**src/rtl/product_accumulator_if.sv**
```systemverilog
// product_accumulator_if: bundle carrying the product input handshake, flush
// pulse, frame-total output handshake and frame status for product_accumulator.
//   master : upstream side (multiplier feed, consumer ready, flush)
//   slave  : the accumulator itself
// Handshake rule for both channels: a transfer happens on a rising clk edge
// where valid and ready are both 1; the sender keeps data stable and valid
// asserted until that edge, and the receiver may change ready at any time.
interface product_accumulator_if #(
    parameter int PROD_W = 12,
    parameter int ACC_W  = 16
);
    logic [PROD_W-1:0] prod;
    logic              in_valid;
    logic              in_ready;
    logic              flush;
    logic [ACC_W-1:0]  acc_out;
    logic              out_valid;
    logic              out_ready;
    logic [7:0]        beat_cnt;
    logic              ovf;

    modport master (
        output prod, in_valid, flush, out_ready,
        input  in_ready, acc_out, out_valid, beat_cnt, ovf
    );

    modport slave (
        input  prod, in_valid, flush, out_ready,
        output in_ready, acc_out, out_valid, beat_cnt, ovf
    );
endinterface

```
**src/rtl/product_accumulator.sv**
```systemverilog
// product_accumulator: sums ACC_LEN unsigned products into one frame total and
// holds it on a valid/ready output until the consumer takes it. A flush pulse
// closes a frame early; overflow of ACC_W is flagged per frame in ovf.
// Optional macro ACC_SATURATE_EN: on overflow the total clamps to all ones
// instead of wrapping modulo 2^ACC_W.
// The FSM state is exported on o_state (0=IDLE, 1=ACCUM, 2=HOLD).
module product_accumulator #(
    parameter int PROD_W  = 12,
    parameter int ACC_W   = 16,
    parameter int ACC_LEN = 4
) (
    input  logic                   clk,
    input  logic                   rst_n,
    product_accumulator_if.slave   bus,
    output logic [1:0]             o_state
);

    typedef enum logic [1:0] {
        S_IDLE  = 2'd0,
        S_ACCUM = 2'd1,
        S_HOLD  = 2'd2
    } state_t;

    localparam logic [7:0] LEN_B = 8'(ACC_LEN);

    state_t             r_state;
    logic [ACC_W-1:0]   r_acc;
    logic [7:0]         r_beat_cnt;
    logic               r_ovf;
    logic               r_out_valid;
    logic               r_in_ready;

    logic               w_beat;
    logic [ACC_W:0]     w_sum;
    logic               w_carry;
    logic [ACC_W-1:0]   w_next_acc;
    logic [7:0]         w_cnt_inc;
    logic               w_len_hit;

    assign w_beat    = bus.in_valid & r_in_ready;
    assign w_sum     = (ACC_W+1)'(r_acc) + (ACC_W+1)'(bus.prod);
    assign w_carry   = w_sum[ACC_W];
    assign w_cnt_inc = r_beat_cnt + 8'd1;
    assign w_len_hit = (w_cnt_inc == LEN_B);

    // Next accumulator value for a beat in ACCUM: wrap or clamp on overflow.
    always_comb begin
        w_next_acc = w_sum[ACC_W-1:0];
`ifdef ACC_SATURATE_EN
        if (w_carry || r_ovf) begin
            w_next_acc = {ACC_W{1'b1}};
        end
`endif
    end

    // Frame FSM; in_ready and out_valid are registered so both read 0 in reset.
    // in_ready stays low for the first IDLE cycle after an xfer, giving the
    // one-cycle bubble between frames.
    always_ff @(posedge clk or negedge rst_n) begin
        if (!rst_n) begin
            r_state     <= S_IDLE;
            r_acc       <= '0;
            r_beat_cnt  <= 8'd0;
            r_ovf       <= 1'b0;
            r_out_valid <= 1'b0;
            r_in_ready  <= 1'b0;
        end else begin
            case (r_state)
                S_IDLE: begin
                    r_in_ready <= 1'b1;
                    if (w_beat) begin
                        r_acc      <= ACC_W'(bus.prod);
                        r_beat_cnt <= 8'd1;
                        r_ovf      <= 1'b0;
                        if (ACC_LEN == 1 || bus.flush) begin
                            r_state     <= S_HOLD;
                            r_out_valid <= 1'b1;
                            r_in_ready  <= 1'b0;
                        end else begin
                            r_state <= S_ACCUM;
                        end
                    end
                end
                S_ACCUM: begin
                    if (w_beat) begin
                        r_acc      <= w_next_acc;
                        r_beat_cnt <= w_cnt_inc;
                        r_ovf      <= r_ovf | w_carry;
                    end
                    // A flush with a beat sums the beat first, then closes.
                    if ((w_beat && w_len_hit) || bus.flush) begin
                        r_state     <= S_HOLD;
                        r_out_valid <= 1'b1;
                        r_in_ready  <= 1'b0;
                    end
                end
                S_HOLD: begin
                    if (bus.out_ready) begin
                        r_state     <= S_IDLE;
                        r_out_valid <= 1'b0;
                        r_beat_cnt  <= 8'd0;
                    end
                end
                default: begin
                    r_state     <= S_IDLE;
                    r_out_valid <= 1'b0;
                    r_in_ready  <= 1'b0;
                end
            endcase
        end
    end

    assign bus.in_ready  = r_in_ready;
    assign bus.out_valid = r_out_valid;
    assign bus.acc_out   = r_acc;
    assign bus.beat_cnt  = r_beat_cnt;
    assign bus.ovf       = r_ovf;
    assign o_state       = r_state;

endmodule

```
**src/flat_wrapper.sv**
```systemverilog
// flat-port wrapper written by rule: the top's interface ports become plain ports
module product_accumulator_flat 
#(
    parameter int PROD_W  = 12,
    parameter int ACC_W   = 16,
    parameter int ACC_LEN = 4
)
  (clk, rst_n, o_state, bus_prod, bus_in_valid, bus_flush, bus_out_ready, bus_in_ready, bus_acc_out, bus_out_valid, bus_beat_cnt, bus_ovf);
  product_accumulator_if #(.PROD_W(PROD_W), .ACC_W(ACC_W)) bus_i ();
  input  logic clk;
  input  logic rst_n;
  output logic [1:0] o_state;
  input wire logic [$bits(bus_i.prod)-1:0] bus_prod;
  input wire logic [$bits(bus_i.in_valid)-1:0] bus_in_valid;
  input wire logic [$bits(bus_i.flush)-1:0] bus_flush;
  input wire logic [$bits(bus_i.out_ready)-1:0] bus_out_ready;
  output wire logic [$bits(bus_i.in_ready)-1:0] bus_in_ready;
  output wire logic [$bits(bus_i.acc_out)-1:0] bus_acc_out;
  output wire logic [$bits(bus_i.out_valid)-1:0] bus_out_valid;
  output wire logic [$bits(bus_i.beat_cnt)-1:0] bus_beat_cnt;
  output wire logic [$bits(bus_i.ovf)-1:0] bus_ovf;
  assign bus_i.prod = bus_prod;
  assign bus_i.in_valid = bus_in_valid;
  assign bus_i.flush = bus_flush;
  assign bus_i.out_ready = bus_out_ready;
  assign bus_in_ready = bus_i.in_ready;
  assign bus_acc_out = bus_i.acc_out;
  assign bus_out_valid = bus_i.out_valid;
  assign bus_beat_cnt = bus_i.beat_cnt;
  assign bus_ovf = bus_i.ovf;
  product_accumulator #(.PROD_W(PROD_W), .ACC_W(ACC_W), .ACC_LEN(ACC_LEN)) u_core (.clk(clk), .rst_n(rst_n), .bus(bus_i), .o_state(o_state));
endmodule
```
**config.mk**
```make
export PLATFORM = sky130hd
export DESIGN_NAME = product_accumulator_flat
export DESIGN_NICKNAME = d
export VERILOG_FILES = /design/src/rtl/product_accumulator_if.sv /design/src/rtl/product_accumulator.sv /design/src/flat_wrapper.sv
export SDC_FILE = /design/constraint.sdc
export NUM_CORES = 1
export LEC_CHECK = 0
export BUFFER_PORTS_ARGS = -buffer_cell sky130_fd_sc_hd__buf_2
export CORE_UTILIZATION = 45
export CTS_CLUSTER_DIAMETER = 60
export DETAILED_ROUTE_END_ITERATION = 8
export PLACE_DENSITY = 0.75
export RECOVER_POWER = 100
export SETUP_SLACK_MARGIN = 0.02
export SYNTH_ARGS = -nofsm -noshare
export SYNTH_HDL_FRONTEND = slang
export SYNTH_SLANG_ARGS = --single-unit
```
**constraint.sdc**
```tcl
create_clock -name clk -period 2.45 [get_ports clk]
set_clock_uncertainty 0.1 [all_clocks]
set_input_delay 0 -clock clk [delete_from_list [all_inputs] [get_ports clk]]
set_output_delay 0 -clock clk [all_outputs]
set_load 0.05 [all_outputs]
```
==> flow_metrics.tcl, run 1 <==
set metrics [dict create \
    status "complete, but fails checks" \
    violations "DRC, capacitance limit, slew limit" \
    crit_path_end_kind "register" \
    rr_worst_depth 9 \
    crit_arrival_ns 2.51 \
    syn_inst 248 \
    gp_congestion 0.8479 \
    synth_seq_cells 29 \
    hold_viol 0 \
    start_kind "primary input" \
    crit_type "in2reg" \
    synthArstFlopShare_pct 100.0 \
    ys_seq_area_share_pct 33.74 \
    hold_path_depth 3 \
    crit_cells 11 \
    syn2layout_area_growth_pct 27.87 \
    io_pins 46 \
    reg2reg_setup_slack_ns 0.06 \
    yosysTopAreaCellShare_pct 33.74 \
    slowest_delay_ns 0.53 \
    wl_per_cell_um 14.74 \
    worstPathCellList "dlygate4sd3_1 -> buf_2 -> ha_4 -> inv_2 -> fa_2 -> and2b_2 -> o2111ai_4 -> a21oi_2 -> o31ai_4 -> a2111oi_2 -> a2bb2oi_1" \
    cts.sinks 29 \
    ys_types 52 \
    relSlewSlack_pct -5.862 \
    worst_slew_pin_slew_ns 1.588 \
    path_buf_inv 3 \
    vias 2118 \
    yosysTopAreaCell "dfrtp_1" \
    slew_viol_final 30 \
    hpwl_mm 3.751 \
    grt_max_degree 30 \
    n_antenna_cell 0 \
    fin_crit_ns 2.400 \
    drive_above_1_share_pct 15.82 \
    path_max_fanout 3 \
    rows 24 \
    dieHeight_um 71.14 \
    r2r-end "u_core.bus.ovf" \
    crit_family "compound AO/OA/AOI/OAI gates" \
    final-seq-area_um2 728.2 \
    drt-total-wl_mm 5.424 \
    synth_area_per_cell_um2 8.673 \
    drc_errors 2 \
    finalNonFillerCells 368 \
    path_clk_slew_ns 0.07 \
    syn_nets 283 \
    hold_path_class "in2reg" \
    pre_cts_slack_ns 0.06543 \
    antenna_found_initial 0 \
    htreeDepth 2 \
    dieArea_um2 5060 \
    root_buffer "clkbuf_8" \
    cts_tree "done" \
    hold_ws_ns 0.01953 \
    grt_pass1_vias 1998 \
    fin_crit_sh_pct 97.96 \
    core_um2 4474 \
    power_density_nw_per_um2 1285 \
    syn_area_um2 2151 \
    drt_iter0_drc 122 \
    ys_top_cells_by_area "dfrtp_1 (34%), ha_1 (9.9%), o21ai_0 (6.1%)" \
    timing.final.ws_setup_ns 0.05005 \
    clock_latency_ns 0.29 \
    p_leak_nw 1.221 \
    post_drt_via_cell_ratio 5.755 \
    ir_worst_vdd_v 0.0005700 \
    slowest_stage "dlygate4sd3_1" \
    r2r_start "u_core.bus.acc_out[0]" \
    synth_ff_type "dfrtp_1" \
    drtAntennaViolNets 0 \
    clock_path_buffers 2 \
    io_buffers 45 \
    whs_endpoint "u_core.bus.out_valid" \
    setup_violations 0 \
    drt-pass1-iter-count 6 \
    final_nets 350 \
    fin_tns_setup_ns 0 \
    max_freq_mhz 416.7 \
    grt.total_usage_pct 22.42 \
    fillers 398 \
    initial_core_util_pct 48.07 \
    drv_cap 1 \
    die_w_um 71.14 \
    place_inst 344 \
    multi_input_area_um2 1401 \
    cts-buffers-inserted 5 \
    worstHoldStart "bus_out_ready" \
    synth_edf_count 0 \
    cp.required_ns 2.56 \
    grt-ovfl-total 0 \
    yosys_warnings 0 \
    rsz0062_at_grt "yes" \
    grt_pass1_wl_mm 8.804 \
]
final cells by class:
cell class / instances / share of cell area, %
clock inverters: 2 / 1.365
repair buffers: 68 / 14.33
flip-flops and latches: 29 / 26.48
clock buffers: 6 / 3.003
inverters: 11 / 1.501
multi-input cells: 200 / 50.96
well taps: 52 / 2.366
state kept, by name (all words and copies together) (netlist names):
register,cells
u_core.bus.in_ready,1
u_core.bus.acc_out,16
u_core.o_state,2
u_core.bus.ovf,1
u_core.bus.out_valid,1
u_core.bus.beat_cnt,8
report_power, final:
part / switching (mW) / internal, mW / leakage [nW] / total (mW)
Clock: 0.200 / 0.330 / 0.0574 / 0.530
Combinational: 1.51 / 0.718 / 0.791 / 2.23
Sequential: 0.140 / 0.639 / 0.372 / 0.779
Total: 1.85 / 1.69 / 1.22 / 3.53
cells by family after synthesis:
| family | share of synthesized area (%) |
|---|---|
| muxes | 4.189 |
| DFF | 33.74 |
| AOI/OAI and AO/OA | 25.77 |
| adders and majority gates | 10.82 |
| xor gates and xnor gates | 4.887 |
| and+or+nand+nor | 17.22 |
| buffers and inverters | 3.374 |
through the flow:
stage / power (mW) / util [%] / area, µm²
floorplan: 2.424 / - / 2167
global placement: 2.898 / 55.40 / 2479
detailed placement: 2.932 / 55.40 / 2479
finish: 3.534 / 61.47 / 2750
CTS: 3.503 / 60.99 / 2729
global route: 3.789 / 61.47 / 2750
Yosys cell counts, drive strengths merged (3+ instances only):
cell     number
ha           17
nand2        34
inv          10
mux2i         9
xor2          5
nor2         15
a31oi         4
o2111ai       3
dfrtp        29
nor3          5
o21ai        27
and3          4
xnor2         7
a21o          8
a21oi        15
clkbuf        8
nand3         6
and4          3
o31ai         3
worst max path at each step:
stage | slack (ns) | from | end
floorplan | 0.02 | u_core.bus.acc_out[0] | u_core.bus.ovf
global placement | 0.14 | u_core.bus.acc_out[0] | u_core.bus.ovf
detailed placement | 0.07 | u_core.bus.acc_out[0] | u_core.bus.ovf
CTS | 0.06 | u_core.bus.acc_out[0] | u_core.bus.ovf
global route | -0.06 | u_core.bus.acc_out[0] | u_core.bus.ovf
finish | 0.05 | bus_prod[0] | u_core.bus.ovf
layout by cell type, fill, tap and decap left out, types with 2 or more instances in the layout:
cell,Yosys,layout
nand2_1,34,34
clkbuf_1,7,29
dfrtp_1,29,27
o21ai_0,26,26
ha_1,17,16
buf_2,0,16
nor2_1,15,15
a21oi_1,13,13
dlygate4sd3_1,0,13
buf_4,0,10
inv_1,10,9
mux2i_1,9,9
a21o_1,8,8
xnor2_1,7,7
nand3_1,6,6
clkbuf_8,0,6
nor3_1,5,5
xor2_1,5,5
and3_1,4,4
a31oi_1,4,4
a211oi_1,2,2
o21bai_1,2,2
nand2b_1,2,2
o2111ai_1,2,2
a21oi_2,2,2
o21a_1,2,2
nand4_1,2,2
and4_1,2,2
a2111oi_2,0,2
a2bb2oi_1,2,2
a311o_1,2,2
nor2b_1,2,2
o31ai_1,2,2
dfrtp_2,0,2
worst min-delay path, delay by kind of cell:
kind                   cells  cell delay [ns]
AO/OA/AOI/OAI              1             0.10
buffers and inverters      1             0.08
AND/OR/NAND/NOR            1             0.19
repair_timing:
item | in CTS | in global routing
endpoints found under the hold margin | 41 | 0
setup buffers | 0 | 3
endpoints found under the setup margin | 0 | 3
hold buffers | 13 | 0
gates resized for setup | 0 | 8
layer usage:
layer / global-route usage, % / share of wire (%)
met5: 0 / 0
met4: 11.11 / 2.3
met3: 4.843 / 3.8
met2: 36.43 / 47
met1: 28.30 / 47
No activity file was read; power rests on OpenSTA's default activity.
==> run 2, diff against run 1 <==
--- a/config.mk
+++ b/config.mk
@@ -8,2 +8,3 @@
 export BUFFER_PORTS_ARGS = -buffer_cell sky130_fd_sc_hd__buf_2
+export CORE_ASPECT_RATIO = 1.5
 export CORE_UTILIZATION = 45
==> constraint.sdc (replaced) <==
create_clock -name clk -period 2.45 [get_ports clk]
set_clock_uncertainty 0.1 [all_clocks]
set_input_delay 0.1225 -clock clk [delete_from_list [all_inputs] [get_ports clk]]
set_output_delay 0.1225 -clock clk [all_outputs]
set_load 0.05 [all_outputs]
==> run 2 against run 1 <==
Net effect: the flow finishes with violations (capacitance limit, slew limit); total power down 5.2%; clock-buffer cell count up 2; worst setup slack better by 0.018 ns; final area down 6.1%; register-to-register slack about the same; non-clock buffer count down 14; critical path depth down 2; global-route usage down 0.17 points; via count down 3.8%; largest power group unchanged; highest routed layer unchanged.
==> flow_metrics.tcl, run 2 (synthesis results as in run 1) <==
set metrics [dict create \
    status "complete, but fails checks" \
    violations "capacitance limit, slew limit" \
    grt.total_usage_pct 22.26 \
    drv_cap 1 \
    final_nets 336 \
    drt_iter0_drc 52 \
    antenna_found_initial 0 \
    cts.sinks 29 \
    groute.layer.met2.usage_pct 38.77 \
    dieHeight_um 86.67 \
    start_kind "register" \
    dieArea_um2 5066 \
    relSlewSlack_pct -6.450 \
    rr_worst_depth 9 \
    whs_endpoint "u_core.bus.acc_out[2]" \
    drc_errors 0 \
    grt-ovfl-total 0 \
    cp.required_ns 2.53 \
    largest_reg_flops 16 \
    fin_crit_sh_pct 97.22 \
    finalInstanceArea_um2 2582 \
    slew_viol_final 30 \
    path_max_fanout 3 \
    core_um2 4542 \
    hpwl_mm 3.829 \
    drt-total-wl_mm 5.102 \
    worst_slew_pin_slew_ns 1.597 \
    die_w_um 58.45 \
    crit_type "reg2reg" \
    grt_pass1_wl_mm 8.583 \
    path_clk_slew_ns 0.07 \
    max_freq_mhz 419.8 \
    use_met1_pct 24.91 \
    hold_path_class "in2reg" \
    clock_latency_ns 0.29 \
    worstHoldStart "bus_prod[2]" \
    multi_input_area_um2 1384 \
    drt-pass1-iter-count 4 \
    cts-buffers-inserted 5 \
    r2r_start "u_core.bus.acc_out[0]" \
    final-seq-area_um2 728.2 \
    fin_crit_ns 2.382 \
    reg2reg_setup_slack_ns 0.07 \
    postPlaceCellArea_um2 2486 \
    rsz0062_at_grt "yes" \
    top_usage_layer "met2" \
    power_density_nw_per_um2 1297 \
    rows 30 \
    root_buffer "clkbuf_8" \
    crit_arrival_ns 2.46 \
    io_buffers 45 \
    n_antenna_cell 0 \
    syn2layout_area_growth_pct 20.07 \
    fin_tns_setup_ns 0 \
    post_drt_via_cell_ratio 5.566 \
    io_pins 46 \
    clock_path_buffers 2 \
    drtAntennaViolNets 0 \
    vias 2037 \
    grtUsageMet3_pct 4.776 \
    htreeDepth 2 \
    ir_worst_vdd_v 0.0006451 \
    grt_pass1_vias 1943 \
    gp_congestion 0.8788 \
    layout_commonest_cell "nand2_1" \
    hold_viol 0 \
    drive_above_1_share_pct 14.24 \
    wl_per_cell_um 13.94 \
    hold_ws_ns 0.03309 \
    layout_common_cells "nand2_1 (34), clkbuf_1 (31), dfrtp_1 (27)" \
    hold_path_depth 3 \
    grt_max_degree 30 \
    setup_violations 0 \
    crit_path_end_kind "register" \
    initial_core_util_pct 47.36 \
    r2r-end "u_core.bus.acc_out[12]" \
    fillers 406 \
    p_leak_nw 1.146 \
    cts_tree "done" \
]
==> run 2: repair_timing <==
item,CTS,global route
setup endpoints to repair,0,3
hold buffers,1,0
resized for setup,0,4
endpoints found under the hold margin,29,0
buffers inserted,0,2
==> run 2: routing by layer <==
layer  vias to the layer above  routed length, µm
li1                       1019                  -
met1                       948               2050
met2                        54               2674
met3                        16                222
met4                         0                155
met5                         -                  0
==> run 2: critical path: stages (launching register included) <==
cell	delay (ns)
dfrtp_2	0.43
ha_4	0.17
inv_1	0.06
fa_1	0.17
and2b_2	0.25
o2111ai_4	0.23
a21oi_2	0.10
o31ai_2	0.31
a2111oi_0	0.16
a311o_1	0.29
==> run 2: worst max-delay path by stage <==
stage / startpoint / end / slack, ns
6_report: u_core.bus.acc_out[0] / u_core.bus.acc_out[12] / 0.07
5_1_grt: u_core.bus.acc_out[0] / u_core.bus.ovf / -0.04
4_1_cts: u_core.bus.acc_out[0] / u_core.bus.ovf / 0.03
3_5_place_dp: u_core.bus.acc_out[0] / u_core.bus.ovf / 0.04
3_3_place_gp: u_core.bus.acc_out[0] / u_core.bus.ovf / 0.11
2_1_floorplan: u_core.bus.acc_out[0] / u_core.bus.ovf / 0.02
==> run 2: area by class of cell <==
class                   instances  area share [%]
flip-flops and latches         29           28.20
inverters                      11           1.599
repair buffers                 54           10.03
well taps                      64           3.101
clock buffers                   8           3.488
multi-input cells             200           53.59
==> run 2: power breakdown <==
group | switching [mW] | internal [mW]
logic | 1.47 | 0.690
registers | 0.129 | 0.640
clock network | 0.191 | 0.229
==> run 2: per-stage QoR <==
step           instances  power (mW)  setup slack [ns]  util [%]
2_1_floorplan        248       2.424           0.02248         -
3_3_place_gp         355       2.899            0.1094     54.74
3_5_place_dp         355       2.927           0.03999     54.74
4_1_cts              364       3.358           0.02798     56.94
5_1_grt              366       3.610          -0.03580     56.86
6_report             366       3.349           0.06811     56.86
==> run 3, diff against run 2 <==
MAX_ROUTING_LAYER = met4   (was unset)
==> run 3 against run 2 <==
Net effect: the flow still finishes with violations (capacitance limit, slew limit); non-clock buffer count is the same; final area stayed put; worst setup slack about the same; via count is 0.64% higher; critical path depth unchanged.
==> flow_metrics.tcl, run 3 (synthesis results as in run 1) <==
set metrics [dict create \
    status "complete, but fails checks" \
    violations "capacitance limit, slew limit" \
    wl_met2_mm 2.668 \
    hpwl_mm 3.829 \
    ir_worst_vdd_v 0.0006449 \
    path_max_fanout 3 \
    n_antenna_cell 0 \
    dieHeight_um 86.67 \
    core_um2 4542 \
    dr_wl_met3_um 211 \
    initial_core_util_pct 47.36 \
    grt_pass1_wl_mm 8.576 \
    drt_iter0_drc 55 \
    top_layer "met4" \
    rows 30 \
    grt-ovfl-total 0 \
    r2r-end "u_core.bus.acc_out[12]" \
    layout_common_cells "nand2_1 (34), clkbuf_1 (31), dfrtp_1 (27)" \
    io_buffers 45 \
    final_nets 336 \
    fin_crit_ns 2.382 \
    start_kind "register" \
    syn2layout_area_growth_pct 20.07 \
    cts-buffers-inserted 5 \
    crit_family "compound AO/OA/AOI/OAI gates" \
    setup_violations 0 \
    wl_per_cell_um 13.96 \
    cp.required_ns 2.53 \
    power_switching_share_pct 53.47 \
    die_w_um 58.45 \
    power_mw 3.349 \
    p_leak_nw 1.146 \
    p_clk_share_pct 12.5 \
    combPwrFrac_pct 64.5 \
    drv_cap 1 \
    cp-startpoint "u_core.bus.acc_out[0]" \
    rsz0062_at_grt "yes" \
    grt_pass1_vias 1944 \
    grt.total_usage_pct 22.90 \
    post_drt_via_cell_ratio 5.601 \
    worst_slew_pin_slew_ns 1.600 \
    fin_tns_setup_ns 0 \
    hold_viol 0 \
    slew_viol_final 30 \
    fin_crit_sh_pct 97.22 \
    postPlaceCellArea_um2 2486 \
    antenna_found_initial 0 \
    drtAntennaViolNets 0 \
    hold_path_class "in2reg" \
    finalInstanceArea_um2 2582 \
    timing.final.ws_setup_ns 0.06819 \
    place_inst 355 \
    clock_latency_ns 0.29 \
    cts.sinks 29 \
    slowest_stage "dfrtp_2" \
    root_buffer "clkbuf_8" \
    reg2reg_setup_slack_ns 0.07 \
    crit_cells 9 \
    pre_cts_slack_ns 0.03999 \
    relSlewSlack_pct -6.637 \
    htreeDepth 2 \
    drt-total-wl_mm 5.108 \
    largest_reg_flops 16 \
    hold_ws_ns 0.03372 \
    path_clk_slew_ns 0.07 \
    slowest_delay_ns 0.43 \
    cts_tree "done" \
    finish.utilization_pct 56.86 \
    worstPathCellList "ha_4 -> inv_1 -> fa_1 -> and2b_2 -> o2111ai_4 -> a21oi_2 -> o31ai_2 -> a2111oi_0 -> a311o_1" \
    drt-pass1-iter-count 4 \
    clock_path_buffers 2 \
    worstHoldStart "bus_prod[2]" \
    vias 2050 \
    drive_above_1_share_pct 14.24 \
    path_buf_inv 1 \
    finalNonFillerCells 366 \
    seqPwrFrac_pct 23.0 \
    crit_path_end_kind "register" \
    crit_end "u_core.bus.acc_out[12]" \
    met1Wirelength_mm 2.067 \
    r2r_start "u_core.bus.acc_out[0]" \
    layout_commonest_cell "nand2_1" \
    io_pins 46 \
    internal_power_mw 1.558 \
    crit_arrival_ns 2.46 \
    power.switching_mw 1.791 \
    max_freq_mhz 419.8 \
    drc_errors 0 \
    dieArea_um2 5066 \
    crit_type "reg2reg" \
    rr_worst_depth 9 \
    power_density_nw_per_um2 1297 \
    grt_max_degree 30 \
    gp_congestion 0.8934 \
]
run 3: what timing repair did:
item,in CTS,in global routing
setup buffers,0,2
endpoints found under the hold margin,29,0
setup endpoints to repair,0,3
hold buffers,1,0
gates resized for setup,0,4
run 3: power groups by stage:
stage               clock [mW]  sequential [mW]  combinational (mW)
detailed placement           0            0.775                2.15
CTS                      0.431            0.767                2.16
floorplan                    0             1.30                1.12
finish                   0.420            0.769                2.16
global placement             0            0.771                2.13
global route             0.452            0.793                2.36
run 3: area by class of cell:
| type | count | area (µm²) |
|---|---|---|
| flip-flops and latches | 29 | 728.2 |
| multi-input cells | 200 | 1384 |
| fillers | 406 | 1959 |
| well taps | 64 | 80.08 |
| repair buffers | 54 | 259.0 |
| inverters | 11 | 41.29 |
| clock buffers | 8 | 90.09 |
run 3: worst reg2reg max path, stage by stage, from the launching register on:
cell	delay (ns)
dfrtp_2	0.43
ha_4	0.17
inv_1	0.07
fa_1	0.17
and2b_2	0.25
o2111ai_4	0.23
a21oi_2	0.11
o31ai_2	0.31
a2111oi_0	0.17
a311o_1	0.29
run 3: worst min path at each step:
stage,end,slack [ns],cells past startpoint
after detailed placement,u_core.bus.acc_out[3],0.1,1
after floorplan,u_core.bus.acc_out[0],-0.27,0
after global routing,u_core.bus.acc_out[4],0.05,3
final,u_core.bus.acc_out[2],0.03,3
after global placement,u_core.bus.acc_out[3],0.10,1
after CTS,u_core.bus.acc_out[2],0.03,3
run 3: per-layer routing:
metal | vias up | global-route usage (%)
met1 | 955 | 25.09
met5 | - | -
met4 | 0 | 11.69
met2 | 59 | 38.77
li1 | 1018 | -
met3 | 18 | 4.478
